==> config.mk <==
export PLATFORM = sky130hd
export DESIGN_NAME = pc_unit
export DESIGN_NICKNAME = d
export VERILOG_FILES = /design/src/rtl/pc_unit.sv
export SDC_FILE = /design/constraint.sdc
export NUM_CORES = 1
export LEC_CHECK = 0
export BUFFER_PORTS_ARGS = -buffer_cell sky130_fd_sc_hd__buf_2
export CAP_MARGIN = 40
export CORE_UTILIZATION = 45
export CTS_CLUSTER_SIZE = 25
export DETAILED_ROUTE_END_ITERATION = 6
export PLACE_DENSITY_LB_ADDON = 0.25
export RECOVER_POWER = 25
export SYNTH_ARGS = -nofsm -noshare
export SYNTH_HDL_FRONTEND = slang
export SYNTH_SLANG_ARGS = --single-unit
export TNS_END_PERCENT = 20
==> constraint.sdc <==
create_clock -name clk -period 5.1 [get_ports clk]
set_clock_uncertainty 0.05 [all_clocks]
set_input_delay 0.255 -clock clk [delete_from_list [all_inputs] [get_ports clk]]
set_output_delay 0.255 -clock clk [all_outputs]
set_load 0.01 [all_outputs]
==> src/rtl/pc_unit.sv <==
// Program-counter unit: sequential fetch, branch redirect with timed flush,
// and a sticky trap on misaligned branch targets.
module pc_unit #(
  parameter logic [31:0] RESET_PC    = 32'h0000_0000,
  parameter int unsigned FLUSH_DEPTH = 2
) (
  input  logic        clk,
  input  logic        rst,
  input  logic        br_valid,
  input  logic        br_taken,
  input  logic [31:0] br_target,
  input  logic        stall,
  input  logic        if_ready,
  output logic        if_req,
  output logic [31:0] pc,
  output logic [31:0] pc_plus4,
  output logic        flush,
  output logic        misalign,
  output logic [31:0] fetch_cnt
);

  typedef enum logic [1:0] {
    S_BOOT,
    S_RUN,
    S_FLUSH,
    S_TRAP
  } state_t;

  localparam logic [2:0] DEPTH = 3'(FLUSH_DEPTH);

  state_t      r_state;
  logic [31:0] r_pc;
  logic [31:0] r_fetch_cnt;
  logic [2:0]  r_cnt;
  logic        r_if_req;
  logic        r_flush;
  logic        r_misalign;

  logic w_active;
  logic w_fire;
  logic w_taken;
  logic w_redirect;
  logic w_trap;

  // Inputs only matter while fetching; BOOT and TRAP see none of them.
  assign w_active   = (r_state == S_RUN) || (r_state == S_FLUSH);
  assign w_fire     = r_if_req & if_ready & ~stall;
  assign w_taken    = w_active & br_valid & br_taken;
  assign w_redirect = w_taken & (br_target[1:0] == 2'b00);
  assign w_trap     = w_taken & (br_target[1:0] != 2'b00);

  // NOTE: state is updated with non-blocking assignments so every register
  // samples the pre-edge values, independent of statement order.
  always_ff @(posedge clk or posedge rst) begin
    if (rst) begin
      r_state     <= S_BOOT;
      r_pc        <= RESET_PC;
      r_fetch_cnt <= '0;
      r_cnt       <= '0;
      r_if_req    <= 1'b0;
      r_flush     <= 1'b0;
      r_misalign  <= 1'b0;
    end else begin
      case (r_state)
        S_BOOT: begin
          r_state  <= S_RUN;
          r_if_req <= 1'b1;
        end
        S_RUN, S_FLUSH: begin
          if (w_fire) r_fetch_cnt <= r_fetch_cnt + 32'd1;
          if (w_trap) begin
            r_state    <= S_TRAP;
            r_if_req   <= 1'b0;
            r_flush    <= 1'b1;
            r_misalign <= 1'b1;
            r_cnt      <= '0;
          end else if (w_redirect) begin
            r_state <= S_FLUSH;
            r_pc    <= br_target;
            r_cnt   <= DEPTH;
            r_flush <= 1'b1;
          end else begin
            if (w_fire) r_pc <= r_pc + 32'd4;
            // The flush window shrinks every cycle, stalled or not.
            if (r_cnt > 3'd1) begin
              r_cnt   <= r_cnt - 3'd1;
              r_flush <= 1'b1;
              r_state <= S_FLUSH;
            end else begin
              r_cnt   <= '0;
              r_flush <= 1'b0;
              r_state <= S_RUN;
            end
          end
        end
        S_TRAP: begin
          r_state <= S_TRAP;
        end
      endcase
    end
  end

  assign if_req    = r_if_req;
  assign pc        = r_pc;
  assign pc_plus4  = r_pc + 32'd4;
  assign flush     = r_flush;
  assign misalign  = r_misalign;
  assign fetch_cnt = r_fetch_cnt;

endmodule

# Word level (Yosys, flattened, before mapping)
# Index checks and enable logic that the tools add are counted.
# word_totals
ff_bits,72
inputBits,38
out_inout_bits,99
elab_cells,48
# op_classes
addsub,3
n_lt_le_gt_ge,1
eq_ne,4
muxes,14
bitwise,8
reduce_logical,11
# ops
op,count
$mux 32,2
$add 32x1->32 const B,1
$add 32x3->32 const B,1
$mux 3,3
$and 1x1->1,6
$mux 2,3
$pmux 2 s3,1
$reduce_and 2->1,3
$reduce_bool 2->1,3
$eq 2x2->1 const B,2
$logic_not 2->1,2
$mux 1,4
$gt 3x1->1 const B,1
$reduce_and 3->1,1
$sub 3x1->3 const B,1
$eq 2x1->1 const B,1
$ne 2x2->1 const B,1
$not 1->1,2
$pmux 1 s2,1
$reduce_or 2->1,1
$logic_or 1x1->1,1

# Depth between registers and ports, before layout
# Gate-level depths: netlist of run 1.
# logic_depth
word_depth,8
depth_mapped,8

# Least setup slack after synthesis of run 1
# No wires, ideal clock.
# synth_timing
path_kind,reg-to-output
from,reg r_pc[6] (netlist: pc[6])
to,out pc_plus4[25]
t_arrival_ns,1.831
required_ns,4.795
setup_slack_ns,2.964
path_stages_with_launch,8
n_path_buf,2
path_cell_list,dfrtp_1 > buf_2 > nand4_4 > or3_1 > buf_2 > nor3_4 > nor3b_2 > xor2_1
# synth_between
elab_chain_cells,1
# synth_lines
element,line_no,source
start: declaration,32,logic [31:0] r_pc;
start signal: assignment,79,r_pc <= br_target;
start signal: assignment,83,if (w_fire) r_pc <= r_pc + 32'd4;
$add 32x3->32,105,assign pc_plus4 = r_pc + 32'd4;
end: declaration,16,"output logic [31:0] pc_plus4,"
# Every way passes these cells.

# Worst setup path after layout of run 1
# layout_timing
from,reg r_pc[2] (netlist: pc[2])
to,out pc_plus4[28]
# The elaborated chain is that of the path after synthesis.

==> impl_metrics.toml, run 1 <==
[run_status]
status = "finished, violations left"
failing_checks = "design-rule violations, max-capacitance violations, max-slew violations"

[clock_network]
clock_insertion_delay_worst_skew_ps = 360
longest_clk_path_bufs = 2
cts_htree_levels = 3
cts-root-buf = "clkbuf_8"
cts_hold_buf = 1
cts_inserted_buffers = 9
cts.sink_count = 72
worst_setup_hold_path_clk_slew_ps = 80
cts-resized-gates = 0
tritoncts = "yes"
post_cts.repair.setup_buffers = 0

[grt]
grt_use_met3 = 0.0496
layer_with_the_highest_usage = "met2"
grt_pass1_vias = 3331
grt_util_all_layers = 0.227
grt.overflow.total = 0
met2_usage = 0.336
initial_antenna_violation_count = 0
wire_length_of_the_first_global_routing_pass_um = 17100
grt_max_degree = 44
gr-usage-met1 = 0.322

[route]
drt_first_pass_iters = 7
dr_total_vias = 3652
initialDrtViolationCount = 241
wire_per_inst_um = 15.5
detail_route.vias_per_cell = 5.46
final_antenna_net_count = 0
wl_um = 10400
detail_route.drc_violations = 18

[power_and_ir_drop]
power-per-cell-area_mw_per_mm2 = 484
static-leakage-power_nw = 2.42
worst_ir_drop_vdd_mv = 0.240

[critical_path]
critPathLaunchType = "flop"
crit_buf_inv = 1
r2r_start = "r_state[0]"
worst-r2r-setup-slack_ps = 2260
startpoint = "pc[2]"
timing.critical_path.arrival_ps = 2670
critical_path.most_common_cell = "nand3_1"
cp_cell_sequence = "ha_1 -> nand3_1 -> or3_1 -> nor2_4 -> nand3_1 -> xnor2_1 -> buf_2"
worst_r2r_path_depth = 7
worst-setup-path-type = "flop to output port"
end_kind = "output port"
cp-endpoint = "pc_plus4[28]"
crit_cells = 7
cp_top_family = "simple AND/OR/NAND/NOR gates"
cpPeakStageDelay_ps = 580
worst_path_fanout_max = 9
cpMaxStageDelayCell = "or3_1"
cp.required_ps = 4800
worst_r2r_endpoint = "pc[5]"

[floorplanning]
design.die.area_sq_mm = 0.00954
die-height_um = 97.7
fp.coreArea_sq_mm = 0.00881
ios = 137
core.rowCount = 34
floorplan.die.width_um = 97.7
start_util = 0.468

[sta]
min_hold_slack_ps = 53.5
maxSlewHeadroom = -0.130
setup_viol_count_final = 0
timing_hold_violations_final = 0
worst_slew_pin_slew_ps = 1700
fin_crit_ps = 2980
rsz0062_at_grt = "no"
final.setup.tns_ps = 0
post-route-period-util = 0.583
timing.fmax_mhz = 336
finalMaxSlewViolations = 30

[synth]
postSynthAreaPerCell_sq_um = 9.67
synth_nets = 469
synth-seq-cells = 72
yosys_warnings = 0
synth-main-ff-cell = "dfrtp_1"
synth_cells = 426
ys_types = 48
synth_sequential_area_ratio = 0.437
netlist_area_sq_mm = 0.00412
async_s_r_ff_share_synth = 1.00
synth_edf_count = 0

[cells_and_area]
layout_commonest_cell = "buf_2"
area_growth_pct = 23.6
fill_cell_count = 848
most-common-layout-cells = "buf_2 (127), dfrtp_1 (72), nand2_1 (54), xnor2_1 (46), nand3_1 (34)"
drive_above_1_share = 0.299
finish.net_count = 599
antenna_cells = 0

[placed_design]
place.gp.congestion = 0.852
port_buffers = 136
hpwlAfterDp_um = 7680

[job]
max_capacitance_violation_count = 1

[min_path]
hp-class = "primary input to flop"
-- flip-flops by register name, indices dropped and copies added, names as in the netlist --
register and flops:
if_req 1, pc 32, fetch_cnt 32, r_cnt 3
r_state 2, flush 1, misalign 1
-- cell families after synthesis --
kind of cell / Yosys count / synth area share
AOI/OAI and AO/OA: 53 / 0.0802
buffers and inverters: 30 / 0.0334
muxes: 1 / 0.00243
DFF: 72 / 0.437
adders and majority gates: 5 / 0.0152
and+or+nand+nor: 189 / 0.270
xor gates and xnor gates: 76 / 0.162
-- synthesized netlist by cell type (2+ instances only) --
master    count  area [sq um]
buf_4         3          22.5
o21ai_1       4          20.0
and2_1        6          37.5
a22oi_1       3          22.5
nand4_4       2          42.5
nand3_1      34           170
and3_1       14          87.6
nor2_1       26          97.6
o311ai_1      2          17.5
a21oi_1       5          25.0
nor3_1        6          30.0
ha_1          5          62.6
dfrtp_1      72          1800
nand2_1      54           203
xor2_1       30           263
nand4_1      11          68.8
buf_2        11          55.1
nor4_1        6          37.5
clkbuf_1      8          30.0
nor3_2        3          30.0
and4_1        3          26.3
a221o_1       4          40.0
xnor2_1      46           403
inv_1         8          30.0
or3_1         5          31.3
o21ai_0      25           125
nor4_2        8           100
a41oi_1       2          17.5
-- stage by stage --
stage / instances / util / cell area, sq um / setup slack, ps / power [W]
final: 669 / 0.578 / 5090 / 2120 / 0.00247
after floorplan: 426 / - / 4120 / 2960 / 0.00156
after CTS: 669 / 0.580 / 5110 / 2160 / 0.00248
after global placement: 650 / 0.551 / 4850 / 2350 / 0.00193
after global routing: 669 / 0.578 / 5090 / 1990 / 0.00262
after detailed placement: 652 / 0.554 / 4880 / 2330 / 0.00197
-- metal layers --
metal / vias to the layer above / part of all wire / wire length (um)
li1: 1757 / - / -
met3: 19 / 0.059 / 613
met5: - / 0 / 0
met2: 116 / 0.46 / 4820
met1: 1760 / 0.46 / 4730
met4: 0 / 0.020 / 211
-- tightest hold or removal path, delay by kind of cell --
| kind | cells | cell delay (ps) |
|---|---|---|
| AOI/OAI and AO/OA | 1 | 60 |
| buffers and inverters | 1 | 70 |
| and+or+nand+nor | 1 | 30 |
-- layout make-up --
class | instances | area [sq um] | share of cell area
multi-input cells | 324 | 2190 | 0.429
flip-flops and latches | 72 | 1800 | 0.354
repair buffers | 141 | 718 | 0.141
well taps | 108 | 135 | 0.0265
clock buffers | 10 | 128 | 0.0251
clock inverters | 6 | 92.6 | 0.0182
inverters | 8 | 30.0 | 0.00590
-- report_power, final --
group          internal, W  leakage [nW]  switching, W  total [W]
Sequential        0.000723         0.940      0.000290    0.00101
Combinational     0.000424          1.38      0.000518   0.000942
Clock             0.000278         0.103      0.000233   0.000511
-- worst min-delay path by stage --
stage	from	end	slack (ps)	depth (start not counted)
after global routing	br_target[12]	pc[12]	50	3
after global placement	misalign	misalign	400	1
after detailed placement	rst	fetch_cnt[24]	310	3
final	br_target[10]	pc[10]	50	3
after floorplan	br_target[10]	pc[10]	320	2
after CTS	br_target[12]	pc[12]	50	3
(Power assumes the default switching activity.)
==> run 2, diff against run 1 <==
==> constraint.sdc (replaced) <==
create_clock -name clk -period 2.7 [get_ports clk]
set_clock_uncertainty 0.05 [all_clocks]
set_input_delay 0.135 -clock clk [delete_from_list [all_inputs] [get_ports clk]]
set_output_delay 0.135 -clock clk [all_outputs]
set_load 0.01 [all_outputs]
==> run 2 against run 1 <==
Compared with the run above:
- flip-flop and latch count unchanged
- non-clock buffer count grew 28
- the flow finishes with violations (design-rule violations)
- critical path depth unchanged
- combinational power increased by 95%
- largest cell class unchanged
==> impl_metrics.toml, run 2 (synthesized netlist as in run 1, its figures left out) <==
[floorplanning]
floorplan.die.width_um = 97.7
design.die.area_sq_mm = 0.00954
core.rowCount = 34
die-height_um = 97.7
start_util = 0.468
ios = 137
fp.coreArea_sq_mm = 0.00881

[clock_network]
worst_setup_hold_path_clk_slew_ps = 80
longest_clk_path_bufs = 2
post_cts.repair.setup_buffers = 0
cts_inserted_buffers = 9
cts.sink_count = 72
clock_insertion_delay_worst_skew_ps = 340
tritoncts = "yes"
cts-root-buf = "clkbuf_8"
cts_htree_levels = 3

[run_status]
status = "finished, violations left"
failing_checks = "design-rule violations"

[power_and_ir_drop]
worst_ir_drop_vdd_mv = 0.529
power-per-cell-area_mw_per_mm2 = 867
design_power_total_w = 0.00463
static-leakage-power_nw = 2.44

[grt]
grt_use_met3 = 0.0381
grt_pass1_vias = 3550
grt.overflow.total = 0
grt_util_all_layers = 0.232
grt_max_degree = 45
wire_length_of_the_first_global_routing_pass_um = 17600
met2_usage = 0.369
initial_antenna_violation_count = 0
layer_with_the_highest_usage = "met2"
gr-usage-met1 = 0.316

[cells_and_area]
antenna_cells = 0
area_growth_pct = 29.6
layout_commonest_cell = "buf_2"
finish.net_count = 627
most-common-layout-cells = "buf_2 (104), dfrtp_1 (72), nand2_1 (54), xnor2_1 (46), nand3_1 (34)"
drive_above_1_share = 0.260

[sta]
worst_slew_pin_slew_ps = 1190
post-route-period-util = 0.930
final.setup.tns_ps = 0
setup_viol_count_final = 0
maxSlewHeadroom = 0.205
fin_crit_ps = 2510
rsz0062_at_grt = "no"
timing.fmax_mhz = 398
finalMaxSlewViolations = 0
timing_hold_violations_final = 0

[critical_path]
cp.required_ps = 2520
crit_buf_inv = 1
r2r_start = "r_state[0]"
critical_path.most_common_cell = "nand3_1"
worst-setup-path-type = "flop to output port"
cpMaxStageDelayCell = "dfrtp_1"
cp_cell_sequence = "ha_2 -> nand3_1 -> or3_4 -> nor2_4 -> nand3_1 -> xnor2_1 -> buf_2"
end_kind = "output port"
cp_top_family = "simple AND/OR/NAND/NOR gates"
critPathLaunchType = "flop"
timing.critical_path.arrival_ps = 2320
worst_r2r_endpoint = "fetch_cnt[30]"
worst_r2r_path_depth = 7
worst_path_fanout_max = 9
worst-r2r-setup-slack_ps = 390
cpPeakStageDelay_ps = 470

[job]
max_capacitance_violation_count = 0

[route]
wl_um = 10800
final_antenna_net_count = 0
initialDrtViolationCount = 203
drt_first_pass_iters = 6
wire_per_inst_um = 15.4
dr_total_vias = 3715
detail_route.vias_per_cell = 5.33
detail_route.drc_violations = 16

[placed_design]
place.gp.congestion = 0.875
port_buffers = 136
hpwlAfterDp_um = 7740

[min_path]
hp-class = "primary input to flop"
timing.hold.worst_path_depth = 3
hold_end = "pc[29]"
timing.hold.worst.start = "br_target[29]"
## run 2: changes by cell type in the layout (fill, tap and decap cells not counted), moves of 2 or more
cell / delta
dlygate4sd3_1: +25
buf_2: -23
buf_4: +4
or3_4: +2
clkbuf_1: +21
or3_1: -2
## run 2: cell type report
cell class | count | area [sq um]
Multi-Input combinational cell | 324 | 2200
Inverter | 8 | 30.0
Clock inverter | 6 | 67.6
Clock buffer | 10 | 138
Timing Repair Buffer | 169 | 966
Tap cell | 108 | 135
Fill cell | 789 | 3470
Sequential cell | 72 | 1800
## run 2: worst max-delay path by stage
stage	start	slack, ps	to	cells past startpoint
final	pc[2]	190	pc_plus4[28]	7
after global routing	pc[2]	20	pc_plus4[28]	7
after CTS	pc[5]	100	pc_plus4[25]	6
after detailed placement	r_state[0]	360	fetch_cnt[30]	7
after global placement	pc[2]	480	pc_plus4[28]	7
after floorplan	r_state[0]	670	pc[5]	8
## run 2: what timing repair did
action	4_1_cts	5_1_grt
hold buffers	26	0
hold endpoints to repair	53	0
setup endpoints to repair	1	3
resized for setup	1	2
## run 2: power by group
| group | internal, W | switching, W | total [W] |
|---|---|---|---|
| Clock | 0.000455 | 0.000429 | 0.000884 |
| Sequential | 0.00137 | 0.000535 | 0.00190 |
| Combinational | 0.000835 | 0.00101 | 0.00184 |
## run 2: worst reg2reg max path, cell delays in order, from the launching register on
cell	delay [ps]
dfrtp_1	360
inv_1	50
ha_1	340
nand4b_4	230
nor4_1	480
and2_1	390
nand3_1	160
xnor2_1	150
## run 2: metrics by stage
stage | setup WS [ps] | hold slack (ps) | util | instances | cell area [sq um]
after floorplan | 666 | 202 | - | 426 | 4120
after global placement | 478 | 216 | 0.556 | 655 | 4900
after detailed placement | 365 | 224 | 0.556 | 655 | 4900
after CTS | 98.0 | 5.85 | 0.610 | 697 | 5370
after global routing | 15.5 | 30.7 | 0.606 | 697 | 5340
final | 190 | 22.7 | 0.606 | 697 | 5340
## run 2: metal layers
layer / vias up / share of wire / wire, um
li1: 1805 / - / -
met2: 122 / 0.47 / 5100
met4: 0 / 0.018 / 194
met5: - / 0 / 0
met3: 17 / 0.049 / 531
met1: 1771 / 0.46 / 4920
==> run 3, diff against run 2 <==
--- a/config.mk
+++ b/config.mk
@@ -7,7 +7,7 @@
 export LEC_CHECK = 0
 export BUFFER_PORTS_ARGS = -buffer_cell sky130_fd_sc_hd__buf_2
 export CAP_MARGIN = 40
-export CORE_UTILIZATION = 45
+export CORE_UTILIZATION = 40
 export CTS_CLUSTER_SIZE = 25
 export DETAILED_ROUTE_END_ITERATION = 6
 export PLACE_DENSITY_LB_ADDON = 0.25
==> run 3 against run 2 <==
Compared with the run above:
- the flow now finishes without violations
- fmax decreased by 1.4%
- via count increased by 0.81%
- global-route usage decreased by 1.9 points
- die area increased by 12%
- non-clock buffer count increased by 3
- power increased by 3.4%
- flip-flop and latch count unchanged
- wire length increased by 2.4%
- register-to-register slack improved by 120 ps
- design area increased by 1.0%
- hold slack got worse by 12 ps
- sequential power about the same
- critical path type unchanged
==> impl_metrics.toml, run 3 (synthesized netlist as in run 1, its figures left out) <==
[critical_path]
timing.critical_path.arrival_ps = 2360
cpPeakStageDelay_ps = 470
cp.required_ps = 2520
critPathLaunchType = "flop"
worst_path_fanout_max = 9
worst-setup-path-type = "flop to output port"
critical_path.most_common_cell = "nand3_1"
cp_top_family = "simple AND/OR/NAND/NOR gates"
cpMaxStageDelayCell = "or3_4"
crit_buf_inv = 1
end_kind = "output port"
cp_cell_sequence = "ha_2 -> nand3_1 -> or3_4 -> nor2_4 -> nand3_1 -> xnor2_1 -> buf_2"

[route]
detail_route.vias_per_cell = 5.17
initialDrtViolationCount = 130
dr_total_vias = 3745
wl_um = 11000
detail_route.drc_violations = 0
drt_first_pass_iters = 5
final_antenna_net_count = 0
wire_per_inst_um = 15.2

[clock_network]
cts-root-buf = "clkbuf_8"
clock_insertion_delay_worst_skew_ps = 350
tritoncts = "yes"
worst_setup_hold_path_clk_slew_ps = 80
cts_inserted_buffers = 9
cts.sink_count = 72
post_cts.repair.setup_buffers = 0
longest_clk_path_bufs = 2
cts_htree_levels = 3

[sta]
final_critical_path_setup_slack_ps = 155
rsz0062_at_grt = "no"
min_hold_slack_ps = 10.5
timing_hold_violations_final = 0
maxSlewHeadroom = 0.0714
timing.fmax_mhz = 393
fin_crit_ps = 2540
finalMaxSlewViolations = 0
worst_slew_pin_slew_ps = 1390
setup_viol_count_final = 0
final.setup.tns_ps = 0
post-route-period-util = 0.943

[floorplanning]
floorplan.die.width_um = 103
die-height_um = 103
fp.coreArea_sq_mm = 0.00986
start_util = 0.418
design.die.area_sq_mm = 0.0107
ios = 137
core.rowCount = 36

[cells_and_area]
antenna_cells = 0
drive_above_1_share = 0.248
finish.net_count = 630
layout_commonest_cell = "buf_2"
area_growth_pct = 30.9
final_core_utilization = 0.546
most-common-layout-cells = "buf_2 (94), dfrtp_1 (72), nand2_1 (54), xnor2_1 (46), clkbuf_1 (43)"
fill_cell_count = 947

[power_and_ir_drop]
pwr-share-seq = 0.399
static-leakage-power_nw = 2.44
swShare = 0.413
p_int_w = 0.00281
worst_ir_drop_vdd_mv = 0.411
power-per-cell-area_mw_per_mm2 = 888
p_sw_w = 0.00198
power.share.clock = 0.216
design_power_total_w = 0.00479
part_of_the_power_in_combinational_logic = 0.386

[grt]
grt_pass1_vias = 3450
initial_antenna_violation_count = 0
grt.overflow.total = 0
wire_length_of_the_first_global_routing_pass_um = 17300
grt_max_degree = 37
grt_util_all_layers = 0.212

[placed_design]
port_buffers = 136
place.gp.congestion = 0.821
hpwlAfterDp_um = 8040
place_ws_ps = 368

[job]
max_capacitance_violation_count = 0

[min_path]
hp-class = "primary input to flop"

[run_status]
status = "finished clean"
-- run 3: path summary, 6_finish.rpt --
check,slack (ps),startpoint,endpoint,depth (start not counted)
setup / recovery,160,pc[2],pc_plus4[26],7
hold / removal,10,br_target[24],pc[24],3
setup reg to reg,510,r_state[0],pc[26],8
hold reg to reg,430,fetch_cnt[31],fetch_cnt[31],1
max in group asynchronous,970,rst,pc[9],4
min in group asynchronous,700,rst,fetch_cnt[22],3
-- run 3: layout make-up --
cell class	count	area, sq um	area share
repair buffers	172	958	0.178
multi-input cells	324	2200	0.408
clock inverters	6	108	0.0200
inverters	8	30.0	0.00557
flip-flops and latches	72	1800	0.334
well taps	133	166	0.0309
clock buffers	10	128	0.0237
-- run 3: what timing repair did --
action,4_1_cts,5_1_grt
resized for setup,1,2
hold endpoints to repair,56,0
hold buffers,24,0
setup endpoints to repair,1,2
-- run 3: worst register-to-register path: stages, from the launching register on --
cell	delay (ps)
dfrtp_1	360
inv_1	50
ha_1	360
buf_4	200
nand3_1	170
nor3_4	60
nor2_1	530
o21ai_0	200
o311ai_1	110
-- run 3: power by group through the flow --
stage          Sequential (W)  Combinational, W  Clock (W)
2_1_floorplan         0.00185           0.00110          0
5_1_grt               0.00196           0.00205    0.00109
3_5_place_dp          0.00191           0.00185          0
3_3_place_gp          0.00189           0.00183          0
6_report              0.00191           0.00185    0.00103
4_1_cts               0.00189           0.00188    0.00105
-- run 3: layer usage --
| metal | global-route usage | wire length, um |
|---|---|---|
| met2 | 0.334 | 5140 |
| met4 | 0.0867 | 216 |
| met3 | 0.0269 | 582 |
| met1 | 0.296 | 5070 |
| met5 | 0 | 0 |
-- run 3: metrics by stage --
step | cells | cell area [sq um]
2_1_floorplan | 426 | 4120
5_1_grt | 725 | 5390
3_3_place_gp | 685 | 4950
4_1_cts | 725 | 5440
6_report | 725 | 5390
3_5_place_dp | 685 | 4950
